## config.mk

```make
export PLATFORM = sky130hd
export DESIGN_NAME = frame_readout_ctrl
export DESIGN_NICKNAME = d
export VERILOG_FILES = /design/src/rtl/frame_readout_ctrl.sv
export SDC_FILE = /design/constraint.sdc
export NUM_CORES = 1
export LEC_CHECK = 0
export CAP_MARGIN = 20
export CORE_UTILIZATION = 60
export CTS_CLUSTER_SIZE = 14
export DETAILED_ROUTE_END_ITERATION = 8
export PLACE_DENSITY_LB_ADDON = 0.08
export SYNTH_ARGS = -nofsm -noshare
export SYNTH_HDL_FRONTEND = slang
export SYNTH_SLANG_ARGS = --single-unit
```

## constraint.sdc

```tcl
create_clock -name clk -period 6.9 [get_ports clk]
set_input_delay 0.69 -clock clk [delete_from_list [all_inputs] [get_ports clk]]
set_output_delay 0.69 -clock clk [all_outputs]
set_load 0.02 [all_outputs]
```

## src/rtl/frame_readout_ctrl.sv

```systemverilog
// Streams one raw 24-bit BMP frame (no header) from a byte-wide frame-buffer RAM to the image
// writer in BMP row order, hiding the 1-cycle RAM read latency behind a 2-entry skid buffer.
module frame_readout_ctrl #(
    parameter int IMG_WIDTH  = 100,
    parameter int IMG_HEIGHT = 100,
    parameter int BPP        = 3,
    parameter int ADDR_W     = 15,
    parameter bit BOTTOM_UP  = 1'b1,
    parameter int LINE_GAP   = 0
) (
    input  logic              clk,
    input  logic              rst_n,
    input  logic              start,
    input  logic              abort,
    output logic              busy,
    output logic              done,
    output logic              mem_rd_en,
    output logic [ADDR_W-1:0] mem_addr,
    input  logic [7:0]        mem_rdata,
    output logic [7:0]        pix_data,
    output logic              pix_valid,
    input  logic              pix_ready,
    output logic              line_last,
    output logic              frame_last
);
    localparam int ROW_BYTES = IMG_WIDTH * BPP;
    localparam int COL_W     = $clog2(ROW_BYTES + 1);
    localparam int ROW_W     = $clog2(IMG_HEIGHT + 1);
    localparam int GAP_W     = $clog2(LINE_GAP + 2);

    localparam logic [ROW_W-1:0]  FIRST_ROW  = BOTTOM_UP ? ROW_W'(IMG_HEIGHT - 1) : {ROW_W{1'b0}};
    localparam logic [ROW_W-1:0]  LAST_ROW   = BOTTOM_UP ? {ROW_W{1'b0}} : ROW_W'(IMG_HEIGHT - 1);
    localparam logic [ADDR_W-1:0] FIRST_ADDR = ADDR_W'(BOTTOM_UP ? (IMG_HEIGHT - 1) * ROW_BYTES : 0);
    // Going bottom-up, the row after the one just finished starts 2*ROW_BYTES-1 below its last byte.
    localparam logic [ADDR_W-1:0] ROW_BACK   = ADDR_W'(2 * ROW_BYTES - 1);
    localparam logic [COL_W-1:0]  LAST_COL   = COL_W'(ROW_BYTES - 1);
    localparam logic [GAP_W-1:0]  LAST_GAP   = GAP_W'(LINE_GAP - 1);

    typedef enum logic [1:0] {
        S_IDLE  = 2'd0,
        S_READ  = 2'd1,
        S_GAP   = 2'd2,
        S_DRAIN = 2'd3
    } state_t;

    state_t            state_q, state_d;
    logic [COL_W-1:0]  col_q, col_d;
    logic [ROW_W-1:0]  row_q, row_d;
    logic [ADDR_W-1:0] addr_q, addr_d;
    logic [GAP_W-1:0]  gap_q, gap_d;
    logic              busy_q, busy_d;
    logic              done_q, done_d;
    logic              rvalid_q, rvalid_d;
    logic              rline_q, rline_d;
    logic              rframe_q, rframe_d;
    logic [9:0]        buf_q [2];
    logic [9:0]        buf_d [2];
    logic              rd_ptr_q, rd_ptr_d;
    logic              wr_ptr_q, wr_ptr_d;
    logic [1:0]        occ_q, occ_d;

    logic pop_s;
    logic credit_ok_s;
    logic rd_issue_s;
    logic row_end_s;
    logic last_row_s;

    // Read credit: occupancy plus the read now returning, less this cycle's pop, must stay below 2.
    always_comb begin
        pop_s       = (occ_q != 2'd0) && pix_ready;
        credit_ok_s = ({1'b0, occ_q} + {2'b00, rvalid_q}) < (3'd2 + {2'b00, pop_s});
        rd_issue_s  = (state_q == S_READ) && credit_ok_s;
        row_end_s   = (col_q == LAST_COL);
        last_row_s  = (row_q == LAST_ROW);
    end

    // Skid buffer bookkeeping, read sequencing and frame FSM next-state.
    always_comb begin
        state_d  = state_q;
        col_d    = col_q;
        row_d    = row_q;
        addr_d   = addr_q;
        gap_d    = gap_q;
        busy_d   = busy_q;
        done_d   = 1'b0;
        rvalid_d = rd_issue_s;
        rline_d  = row_end_s;
        rframe_d = row_end_s && last_row_s;
        buf_d    = buf_q;
        rd_ptr_d = rd_ptr_q;
        wr_ptr_d = wr_ptr_q;

        if (rvalid_q) begin
            buf_d[wr_ptr_q] = {rframe_q, rline_q, mem_rdata};
            wr_ptr_d        = ~wr_ptr_q;
        end else begin
            wr_ptr_d = wr_ptr_q;
        end
        if (pop_s) begin
            rd_ptr_d = ~rd_ptr_q;
        end else begin
            rd_ptr_d = rd_ptr_q;
        end
        occ_d = occ_q + {1'b0, rvalid_q} - {1'b0, pop_s};

        case (state_q)
            S_IDLE: begin
                if (start && !abort) begin
                    state_d = S_READ;
                    col_d   = {COL_W{1'b0}};
                    row_d   = FIRST_ROW;
                    addr_d  = FIRST_ADDR;
                    busy_d  = 1'b1;
                end else begin
                    state_d = S_IDLE;
                end
            end
            S_READ: begin
                if (rd_issue_s && row_end_s) begin
                    col_d = {COL_W{1'b0}};
                    if (last_row_s) begin
                        state_d = S_DRAIN;
                    end else begin
                        row_d  = BOTTOM_UP ? row_q - ROW_W'(1) : row_q + ROW_W'(1);
                        addr_d = BOTTOM_UP ? addr_q - ROW_BACK : addr_q + ADDR_W'(1);
                        gap_d  = {GAP_W{1'b0}};
                        state_d = (LINE_GAP > 0) ? S_GAP : S_READ;
                    end
                end else if (rd_issue_s) begin
                    col_d  = col_q + COL_W'(1);
                    addr_d = addr_q + ADDR_W'(1);
                end else begin
                    state_d = S_READ;
                end
            end
            S_GAP: begin
                if (gap_q == LAST_GAP) begin
                    state_d = S_READ;
                end else begin
                    gap_d = gap_q + GAP_W'(1);
                end
            end
            S_DRAIN: begin
                if ((occ_d == 2'd0) && !rvalid_q) begin
                    state_d = S_IDLE;
                    busy_d  = 1'b0;
                    done_d  = 1'b1;
                end else begin
                    state_d = S_DRAIN;
                end
            end
            default: begin
                state_d = S_IDLE;
                busy_d  = 1'b0;
            end
        endcase

        // Abort drops everything, including the byte still on its way back from RAM.
        if (abort && (state_q != S_IDLE)) begin
            state_d  = S_IDLE;
            busy_d   = 1'b0;
            done_d   = 1'b0;
            rvalid_d = 1'b0;
            occ_d    = 2'd0;
            rd_ptr_d = 1'b0;
            wr_ptr_d = 1'b0;
        end else begin
            busy_d = busy_d;
        end
    end

    // All state registers, cleared asynchronously.
    always_ff @(posedge clk or negedge rst_n) begin
        if (!rst_n) begin
            state_q  <= S_IDLE;
            col_q    <= {COL_W{1'b0}};
            row_q    <= {ROW_W{1'b0}};
            addr_q   <= {ADDR_W{1'b0}};
            gap_q    <= {GAP_W{1'b0}};
            busy_q   <= 1'b0;
            done_q   <= 1'b0;
            rvalid_q <= 1'b0;
            rline_q  <= 1'b0;
            rframe_q <= 1'b0;
            buf_q[0] <= 10'd0;
            buf_q[1] <= 10'd0;
            rd_ptr_q <= 1'b0;
            wr_ptr_q <= 1'b0;
            occ_q    <= 2'd0;
        end else begin
            state_q  <= state_d;
            col_q    <= col_d;
            row_q    <= row_d;
            addr_q   <= addr_d;
            gap_q    <= gap_d;
            busy_q   <= busy_d;
            done_q   <= done_d;
            rvalid_q <= rvalid_d;
            rline_q  <= rline_d;
            rframe_q <= rframe_d;
            buf_q[0] <= buf_d[0];
            buf_q[1] <= buf_d[1];
            rd_ptr_q <= rd_ptr_d;
            wr_ptr_q <= wr_ptr_d;
            occ_q    <= occ_d;
        end
    end

    assign busy       = busy_q;
    assign done       = done_q;
    assign mem_rd_en  = rd_issue_s;
    assign mem_addr   = addr_q;
    assign pix_valid  = (occ_q != 2'd0);
    assign pix_data   = buf_q[rd_ptr_q][7:0];
    assign line_last  = buf_q[rd_ptr_q][8];
    assign frame_last = buf_q[rd_ptr_q][9];

endmodule

```

# Word-level counts from Yosys, hierarchy flattened

Cells that the tools add are included.

Flip-flop bits (word level): 63
ROM bits: 0
Logic and storage cells: 115
Input bits: 13
Output and inout bits: 29
Memory bits (writable): 0
Latch bits: 0
Memories: 0

Shift operators: 0
Bitwise gates (word level): 4
Multiply operators: 0
Multiplexer cells: 44
Reductions and logical operators: 26
Eq/ne operators: 13
Add/sub/neg operators: 9
Divide/modulo/power cells: 0
Order comparisons: 4

Operator list:

| kind                     | number |
|---|---|
| $mux W15                 | 4 |
| $mux W10                 | 4 |
| $pmux W15 S2             | 1 |
| $mux W9                  | 3 |
| $mux W7                  | 3 |
| $bwmux W20               | 1 |
| $pmux W9 S2              | 1 |
| $add A15 B1 Y15 const B  | 1 |
| $mux W1                  | 15 |
| $sub A15 B10 Y15 const B | 1 |
| $mux W2                  | 7 |
| $pmux W7 S2              | 1 |
| $ne A3 B3 Y1 const B     | 4 |
| $reduce_bool A2 Y1       | 6 |
| $demux W10 S1            | 1 |
| $add A9 B1 Y9 const B    | 1 |
| $eq A9 B9 Y1 const B     | 1 |
| $reduce_and A3 Y1        | 3 |
| $logic_and A1 B1 Y1      | 8 |
| $pmux W2 S4              | 1 |
| $reduce_and A4 Y1        | 2 |
| $logic_not A7 Y1         | 1 |
| $sub A7 B1 Y7 const B    | 1 |
| $eq A2 B2 Y1 const B     | 2 |
| 20 further kinds         | 27 |

# Depth between registers and ports, before layout

Depth after elaboration: 9
Gate-level depth with buffers: 11
Gate-level depth less buffers: 11

# Least setup slack after synthesis

Ideal clock, no wire load.

Path type: reg-to-reg
From: register col_q[4]
To: register addr_q[14] (netlist: mem_addr[14])
Arrival time: 3.818 ns
Path slack: 3.002 ns
Cell stages (with the launch flop): 11
Setup time: 0.080 ns
Buffers on the path: 0
Required time: 6.820 ns
Period minus slack after synthesis: 3.898 ns
Path through: dfrtp_1 > or4b_4 > or2_4 > nor4_1 > ha_1 > a21o_1 > a311o_1 > and2_1 > a311oi_1 > mux2i_1 > mux2i_1

Word-level cells in the longest chain between the ends: 4
Elaborated cells on any way between the ends: 7
Classes of those cells: 3 x eq/ne; 2 x mux; 2 x reduce/logical

Ends and longest elaborated chain:

| item                                                               | RTL line | RTL |
|---|---|---|
| start: declaration                                                 | 47       | `logic [COL_W-1:0] col_q, col_d;` |
| start signal: assignment                                           | 176      | `col_q <= {COL_W{1'b0}};` |
| start signal: assignment                                           | 192      | `col_q <= col_d;` |
| $eq A9 B9 Y1 (*)                                                   | 73       | `row_end_s = (col_q == LAST_COL);` |
| $logic_and A1 B1 Y1 (*)                                            | 119      | `if (rd_issue_s && row_end_s) begin` |
| $ne A3 B3 Y1 (no source line), or another cell as far along        | -        |  |
| $reduce_and A4 Y1 (no source line) or $pmux W15 S2 (tied branches) | -        |  |
| end signal: assignment                                             | 178      | `addr_q <= {ADDR_W{1'b0}};` |
| end signal: assignment                                             | 194      | `addr_q <= addr_d;` |
| end: declaration                                                   | 49       | `logic [ADDR_W-1:0] addr_q, addr_d;` |

Every way passes the cells marked *; elsewhere a longest branch is shown, timed or not.
A chain may end at the register's enable or synchronous reset.

# Final worst setup path

From: input port pix_ready
To: register addr_q[14] (netlist: mem_addr[14])

Word-level cells in the longest chain between the ends: 7
Elaborated cells on any way between the ends: 10
Classes of those cells: 1 x add/sub; 1 x order compare; 2 x eq/ne; 2 x mux; 4 x reduce/logical

Ends and longest elaborated chain:

| item                                                               | RTL line | RTL |
|---|---|---|
| start: declaration                                                 | 22       | `input logic pix_ready,` |
| $logic_and A1 B1 Y1 (*)                                            | 70       | `pop_s = (occ_q != 2'd0) && pix_ready;` |
| $add A2 B1 Y3 (*)                                                  | 71       | `credit_ok_s = ({1'b0, occ_q} + {2'b00, rvalid_q}) < (3'd2 + {2'b00, pop_s});` |
| $lt A3 B3 Y1 (*)                                                   | 71       |  |
| $logic_and A1 B1 Y1 (*)                                            | 72       | `rd_issue_s = (state_q == S_READ) && credit_ok_s;` |
| $logic_and A1 B1 Y1                                                | 119      |  |
| $ne A3 B3 Y1 (no source line), or another cell as far along        | -        |  |
| $reduce_and A4 Y1 (no source line) or $pmux W15 S2 (tied branches) | -        |  |

Marked as above.

==> run metrics <==
Synth warnings=0; WHS=0.468 ns; Final Hold Fails=0; main combinational cell family by area after synthesis=simple AND/OR/NAND/NOR gates; Hold Path Depth=1; initial drt markers=105; fmax=282 MHz; flop-to-flop setup slack=3.40 ns; Post-Synthesis Cells=315; # IOs=42; clock share of power=0.283; Detailed Routing Iterations Pass 1=4; power density over cell area=326 nW/um^2; first-pass GRT wire length=12,000 um; Hold WC Path Type=flip-flop to flip-flop; EDFF count, synth=0; Initial Util=0.636; status=completed; Rows=26; total track usage=0.264; die area=5860 um^2; post-synth top area share=0.473; Setup Viol. Count Final=0; maximum vdd drop=0.216 mV; CTS Sinks=63; FF-to-FF path depth=11; drt wl/cell=15.3 um; clk buf depth=2; htree depth=3; Pins Over Slew Limit=0; async set-reset flop share out of synthesis=1.00; Post-CTS Setup Inserts=0; initial antenna violation count=0; CP Max Fanout=9; vias in the first global route=2,562; max-cap viol count=0; DRT Wirelength=6620 um; share of power burned in registers=0.394; Post-Synth XOR/XNOR Area=0.0499; post-synthesis sequential area ratio=0.473; Layout Skew=0.0106 ns; Worst Hold End=row_q[6]; RR Startpoint=col_q[4]; Port Buffer Count=41; clk_lat worst skew=0.35 ns; Largest delay share family, worst path=compound AO/OA/AOI/OAI gates; Adder-Cell Fraction of Synth Area=0.0563; min cycle time layout=3.54 ns; total nets after synthesis=343; critical path cell sequence=clkdlybuf4s50_1 -> o21ai_0 -> o21a_1 -> nor4_1 -> buf_4 -> ha_1 -> a21o_1 -> a311o_1 -> and2_1 -> a311oi_1 -> mux2i_1 -> mux2i_1; largest net degree at the start of global routing=64; grt total ovfl=0; R2R Path End=mem_addr[14]; synthesized area=3330 um^2; Layout area overhead=20.9%; cell taking the most area after synthesis=dfrtp_1; root buffer cell=clkbuf_8; placed inst area=3800 um^2; Clk pin slew, worst setup/hold paths=0.06 ns; Final nets=388; Comb power frac=0.323; routability cong.=0.836; Slew HR=0.448; CTS buffer count=9; Area contributors post-synth=dfrtp_1, mux2_2, ha_1, xor2_1, o21ai_0; Distinct cells, synth=49; CP peak stage delay=0.45 ns; crit share post-route=0.514; routed vias/inst=5.82; CP bufs+invs=2; cell-internal power=0.000901 W; slew at the pin closest to its max-slew limit=0.826 ns; Syn Area/Cell=10.6 um^2; switching power=0.000413 W; final core utilization=0.770; total number of vias=2,526; Core Box Area=5240 um^2; diode count=0; slowest CP cell=clkdlybuf4s50_1; Most Frequent Cell on Critical Path=mux2i_1; Lkg Pwr=1.79 nW; synth cell count leaders=dfrtp_1, mux2_2, nand2_1, nor2_1, o21ai_0; Synth Area in Compound Gates=0.117; Die W=76.5 um; Worst setup SP type=input pin; Synth Area in Simple Gates=0.162; Sw Ratio=0.314; CP arrival=3.81 ns; share of cells above drive strength 1=0.165; Main synth FF type=dfrtp_1; DRC Markers=0; TNS Setup=0 ns; hold buffers post-CTS=0; CP Depth=12; RSZ-0062 raised after global routing=no; most frequent cell after synthesis=dfrtp_1; die height=76.5 um; Req. time, crit path=7.16 ns; Post-CTS Resized=0; placed wire-length estimate=4510 um; crit path kind=input pin to flip-flop; post-synthesis mux area share=0.117; Hold Crit Start=row_q[6]; Yosys reg bits=63; ANT nets after route=0; Setup crit end kind=flip-flop; Post-Layout Inst Area=4030 um^2; CTS tree=yes
==> logic make-up after synthesis <==
family                   Yosys count
AO/OA/AOI/OAI                     60
AND/OR/NAND/NOR                  104
flip-flops                        63
XOR/XNOR                          19
buffers and inverters             19
multiplexers                      35
adder cells (fa/ha/maj)           15
==> state kept, by name, summed over array words and instances (netlist names) <==
name	count
col_q	9
rframe_q	1
busy	1
done	1
mem_addr	15
rvalid_q	1
gap_q	1
row_q	7
wr_ptr_q	1
buf_q	20
rline_q	1
occ_q	2
rd_ptr_q	1
state_q	2
==> how the worst max path moves through the flow <==
stage | start | end
final | pix_ready | mem_addr[14]
after global routing | pix_ready | mem_addr[14]
after CTS | pix_ready | mem_addr[14]
after detailed placement | pix_ready | mem_addr[14]
after global placement | pix_ready | mem_addr[14]
after floorplan | col_q[4] | mem_addr[14]
==> through the flow <==
stage	instances	total power (W)	worst slack (ns)
floorplan	315	0.000789	3.00
global placement	419	0.000934	3.02
detailed placement	419	0.000951	3.02
CTS	434	0.00133	3.36
global route	434	0.00139	3.06
finish	434	0.00131	3.36
==> layout by cell type, fill, tap and decap left out, drive strengths merged, types with 2 or more instances in the layout <==
cell type	n
or2	3
nor4	5
clkdlybuf4s50	40
o31ai	6
nor2	27
nor3	8
nand3	9
nand4b	2
a22o	2
mux2	31
ha	15
and2	2
nor2b	6
bufinv	2
and3	5
o21a	2
dfrtp	63
a21oi	11
nand2b	4
xor2	14
nand2	27
inv	9
clkbuf	12
mux2i	4
nand4	3
a31oi	5
a21o	3
xnor2	5
o21ai	21
buf	4
==> metal layers <==
metal,up-vias,share of wire,global-route usage
met5,-,0,0
met4,0,0.017,0.106
met3,17,0.037,0.0659
met2,59,0.47,0.430
met1,1228,0.47,0.338
li1,1222,-,-
==> cell type report <==
cell class                      instances  area [um^2]
Clock buffer                           12          165
Tap cell                               70         87.6
Fill cell                             344         1210
Clock inverter                          3         65.1
Timing Repair Buffer                   44          428
Sequential cell                        63         1580
Multi-Input combinational cell        233         1680
Inverter                                9         33.8
==> power groups by stage <==
stage | clock network [W] | logic (W) | registers [W]
2_1_floorplan | 0 | 0.000279 | 0.000510
3_3_place_gp | 0 | 0.000415 | 0.000520
3_5_place_dp | 0 | 0.000427 | 0.000524
4_1_cts | 0.000377 | 0.000431 | 0.000519
5_1_grt | 0.000394 | 0.000464 | 0.000532
6_report | 0.000372 | 0.000425 | 0.000518
Note: power is estimated with default switching activity, not from simulation.
==> edit 1: new RTL, config.mk and constraints unchanged <==
Set the parameter `BOTTOM_UP` to 1'b0 (it was 1'b1).
--- a/src/rtl/frame_readout_ctrl.sv
+++ b/src/rtl/frame_readout_ctrl.sv
@@ -6,5 +6,5 @@
     parameter int BPP        = 3,
     parameter int ADDR_W     = 15,
-    parameter bit BOTTOM_UP  = 1'b1,
+    parameter bit BOTTOM_UP  = 1'b0,
     parameter int LINE_GAP   = 0
 ) (
Formal check against the unedited RTL: not equivalent (a bounded check fails within 4 cycles, from zero or initial values and one cycle with rst_n low).
==> edit 1 against the unedited design <==
- synthesized area down 4.9%
- sequential cell count is the same
- total power fell by 1.4%
- combinational power up 8.9%
- critical path depth shrank 6
- setup slack improved by 0.28 ns
- routed wire length grew 3.2%
- maximum frequency increased by 8.4%
- final area is 4.8% lower
- utilization decreased by 1.9 points
- critical endpoint is now mem_rd_en
- highest routed layer unchanged
==> edit 1: results (changes against the unedited design) <==
fillcell total=388 (+13%); CP max FO=6 (-3); post-DP HPWL=4.60 mm (+2.1%); Initial DRC Count=125 (+19%); sw frac=33.6% (+2.2 points); most frequent cells after synthesis=dfrtp_1 (63), mux2_2 (30), nand2_1 (22); CP top delay family=buffers and inverters; Placed Cells incl. Taps=398 (-5.0%); Reg-to-Reg Start=rvalid_q$_DFF_PN0_; vias in the first global route=2342 (-8.6%); M1 wire length=3.05 mm (-2.6%); total track usage=26.5% (+0.040 points); Post-Syn Area per Cell=10.9 um2 (+2.9%); vias=2461 (-2.6%); GPL Wtd Cong=0.787 (-5.9%); R2R Path End=mem_addr[11]$_DFFE_PN0P_; WHS Endpoint=buf_q[0]$_DFFE_PN0P_; final worst path period need=3.27 ns (-0.276 ns); maximum VDD drop=0.000177 V (-18%); Worst setup SP type=flip-flop; Clock Skew=0.00458 ns (-0.00603 ns); Non-Filler Instances=414 (-4.6%); met3 Use GR=4.42% (-2.2 points); GRT met1 Usage=35.7% (+1.9 points); synth top area cells=dfrtp_1 (50%), mux2_2 (11%), ha_1 (2.8%), nand2_1 (2.6%), o21ai_0 (2.5%); status=completed; combinational power=0.463 mW (+8.9%); critical path's largest stage delay=0.63 ns (+0.18 ns); r2r setup slk=4.68 ns (+1.28 ns); nets=359 (-7.5%); clock network power=0.316 mW (-15%); Worst Setup EP=mem_rd_en; dpl cell area=0.00365 mm2 (-4.1%); Distinct cells, synth=57 (+16%); post-place setup slack=3.67 ns (+0.652 ns); routed wl met2=3.35 mm (+7.0%); GR Util met2=41.5% (-1.4 points); Crit path required time=6.21 ns (-0.95 ns); first-pass GRT wire length=10.9 mm (-9.6%); Pwr Density=338 mW/mm2 (+3.6%); Static Leak=1.67 nW (-6.6%); hold_ws=0.504 ns (+0.0362 ns); Synth Net Count=311 (-9.3%)
==> edit 1: cell types whose count changed after synthesis, sizes merged, moves of 5 or more <==
| cell | change |
|---|---|
| clkbuf | -5 |
| ha | -8 |
| nand4 | +6 |
| nor2 | -8 |
| or3 | +5 |
| xor2 | -11 |
==> edit 1: final cells by class <==
class | count | area [um2] | area share (%)
clock buffers | 12 | 145 | 3.78
clock inverters | 4 | 45.0 | 1.17
inverters | 10 | 37.5 | 0.978
multi-input cells | 213 | 1530 | 39.9
flip-flops and latches | 63 | 1580 | 41.1
well taps | 70 | 87.6 | 2.28
repair buffers | 42 | 413 | 10.8
==> edit 1: cells by family after synthesis <==
kind of cell,share of synthesized area [%]
buffers and inverters,1.93
DFF,49.7
adders and majority gates,2.76
muxes,11.0
and+or+nand+nor,20.6
AOI/OAI and AO/OA,10.7
xor gates and xnor gates,3.24
==> edit 2: new RTL, same flow settings <==
Without the edit above. The 4 states of `state_t` get a one-hot encoding in 4 bits.
--- a/src/rtl/frame_readout_ctrl.sv
+++ b/src/rtl/frame_readout_ctrl.sv
@@ -37,9 +37,9 @@
     localparam logic [GAP_W-1:0]  LAST_GAP   = GAP_W'(LINE_GAP - 1);
 
-    typedef enum logic [1:0] {
-        S_IDLE  = 2'd0,
-        S_READ  = 2'd1,
-        S_GAP   = 2'd2,
-        S_DRAIN = 2'd3
+    typedef enum logic [3:0] {
+        S_IDLE  = 4'b0001,
+        S_READ  = 4'b0010,
+        S_GAP   = 4'b0100,
+        S_DRAIN = 4'b1000
     } state_t;
 
Function: no difference found for any inputs over 10 cycles, from zero or initial values and one cycle with rst_n low; not proved beyond that.
==> edit 2 against the unedited design <==
- final area grew 1.8%
- routed wire length up 4.4%
- hold slack improved by 0.024 ns
- sequential cell count unchanged
- setup slack better by 0.058 ns
- sequential share of layout area fell by 0.67 points
- total power is 8.3% lower
- synthesized area rose by 4.7%
- largest cell class unchanged
==> edit 2: results (changes against the unedited design) <==
CP max FO=8 (-1); mux cell area share after synthesis=10.3% (-1.4 points); initial antenna violation count=0 (unchanged); Distinct cells, synth=60 (+22%); fillcell total=413 (+20%); most frequent cells after synthesis=dfrtp_1 (62), mux2_2 (31), nor2_1 (30); Static Leak=1.74 nW (-2.5%); Worst Setup EP=mem_addr[12]$_DFFE_PN0P_; GPL Wtd Cong=0.823 (-1.6%); R2R Path End=mem_addr[12]$_DFFE_PN0P_; Synth Net Count=353 (+2.9%); post-synthesis compound-gate area fraction=10.9% (-0.85 points); post-DP HPWL=4.81 mm (+6.8%); Clock Skew=0.00703 ns (-0.00359 ns); Initial DRC Count=88 (-16%); hold_ws=0.492 ns (+0.0237 ns); XOR/XNOR Fraction of Synth Area=6.21% (+1.2 points); post-place setup slack=3.10 ns (+0.0754 ns); register area share after synthesis=45.2% (-2.1 points); FF-to-FF path depth=14 (+3); nets=398 (+2.6%); synth top area cells=dfrtp_1 (44%), mux2_2 (10%), ha_1 (5.4%), xor2_1 (3.3%), nor2_1 (3.2%); Slew @ Worst Pin=0.967 ns (+0.140 ns); maximum VDD drop=0.000179 V (-17%); vias in the first global route=2575 (+0.51%); total track usage=25.1% (-1.3 points); port buffer count=41 (unchanged); Reg-to-Reg Start=rvalid_q$_DFF_PN0_; vias per inst=5.77 (-0.91%); fraction of the mapped netlist area in adder cells=5.38% (-0.25 points); final setup margin=3.41 ns (+0.0581 ns); status=completed; DR WL/cell=15.5 um (+1.3%)
## edit 2: cell types whose count changed in the layout (fill, tap and decap cells not counted), sizes merged, moves of 3 or more
cell | before | now
nand2 | 27 | 18
nor2 | 27 | 32
nand3 | 9 | 13
o31ai | 6 | 2
or3 | 0 | 4
xnor2 | 5 | 9
a21oi | 11 | 14
mux2i | 4 | 1
nor3b | 1 | 4
o21ai | 21 | 18
## edit 2: power by group
part	switching (mW)	internal, mW	leakage, nW	total, mW
logic	0.209	0.222	0.872	0.431
clock network	0.136	0.129	0.0801	0.265
registers	0.0628	0.447	0.792	0.509
## edit 2: layout make-up
| class | instances | area share, % |
|---|---|---|
| repair buffers | 43 | 10.2 |
| clock buffers | 12 | 3.29 |
| multi-input cells | 243 | 44.4 |
| well taps | 72 | 2.19 |
| flip-flops and latches | 63 | 38.4 |
| inverters | 10 | 0.914 |
| clock inverters | 4 | 0.549 |
## edit 2: stage by stage
step	area, um2	cells	util, %
2_1_floorplan	3490	325	-
3_3_place_gp	3950	431	71.3
3_5_place_dp	3950	431	71.3
4_1_cts	4110	447	74.1
5_1_grt	4110	447	74.1
6_report	4110	447	74.1
## edit 2: critical path: stages
cell             delay, ns
clkdlybuf4s50_1       0.47
o21ai_2               0.09
o21a_4                0.23
nor2_2                0.12
nand2_2               0.10
nor3_1                0.26
buf_4                 0.21
ha_1                  0.27
a31oi_1               0.33
o21bai_1              0.15
a221o_1               0.31
a31oi_1               0.19
xor2_1                0.17
a21oi_1               0.08
## edit 2: per-layer routing
metal | GRT usage (%) | vias up | part of all wire (%)
li1 | - | 1265 | -
met1 | 32.3 | 1250 | 47
met2 | 41.8 | 57 | 48
met3 | 5.35 | 6 | 4.0
met4 | 9.44 | 0 | 0.85
met5 | 0 | - | 0
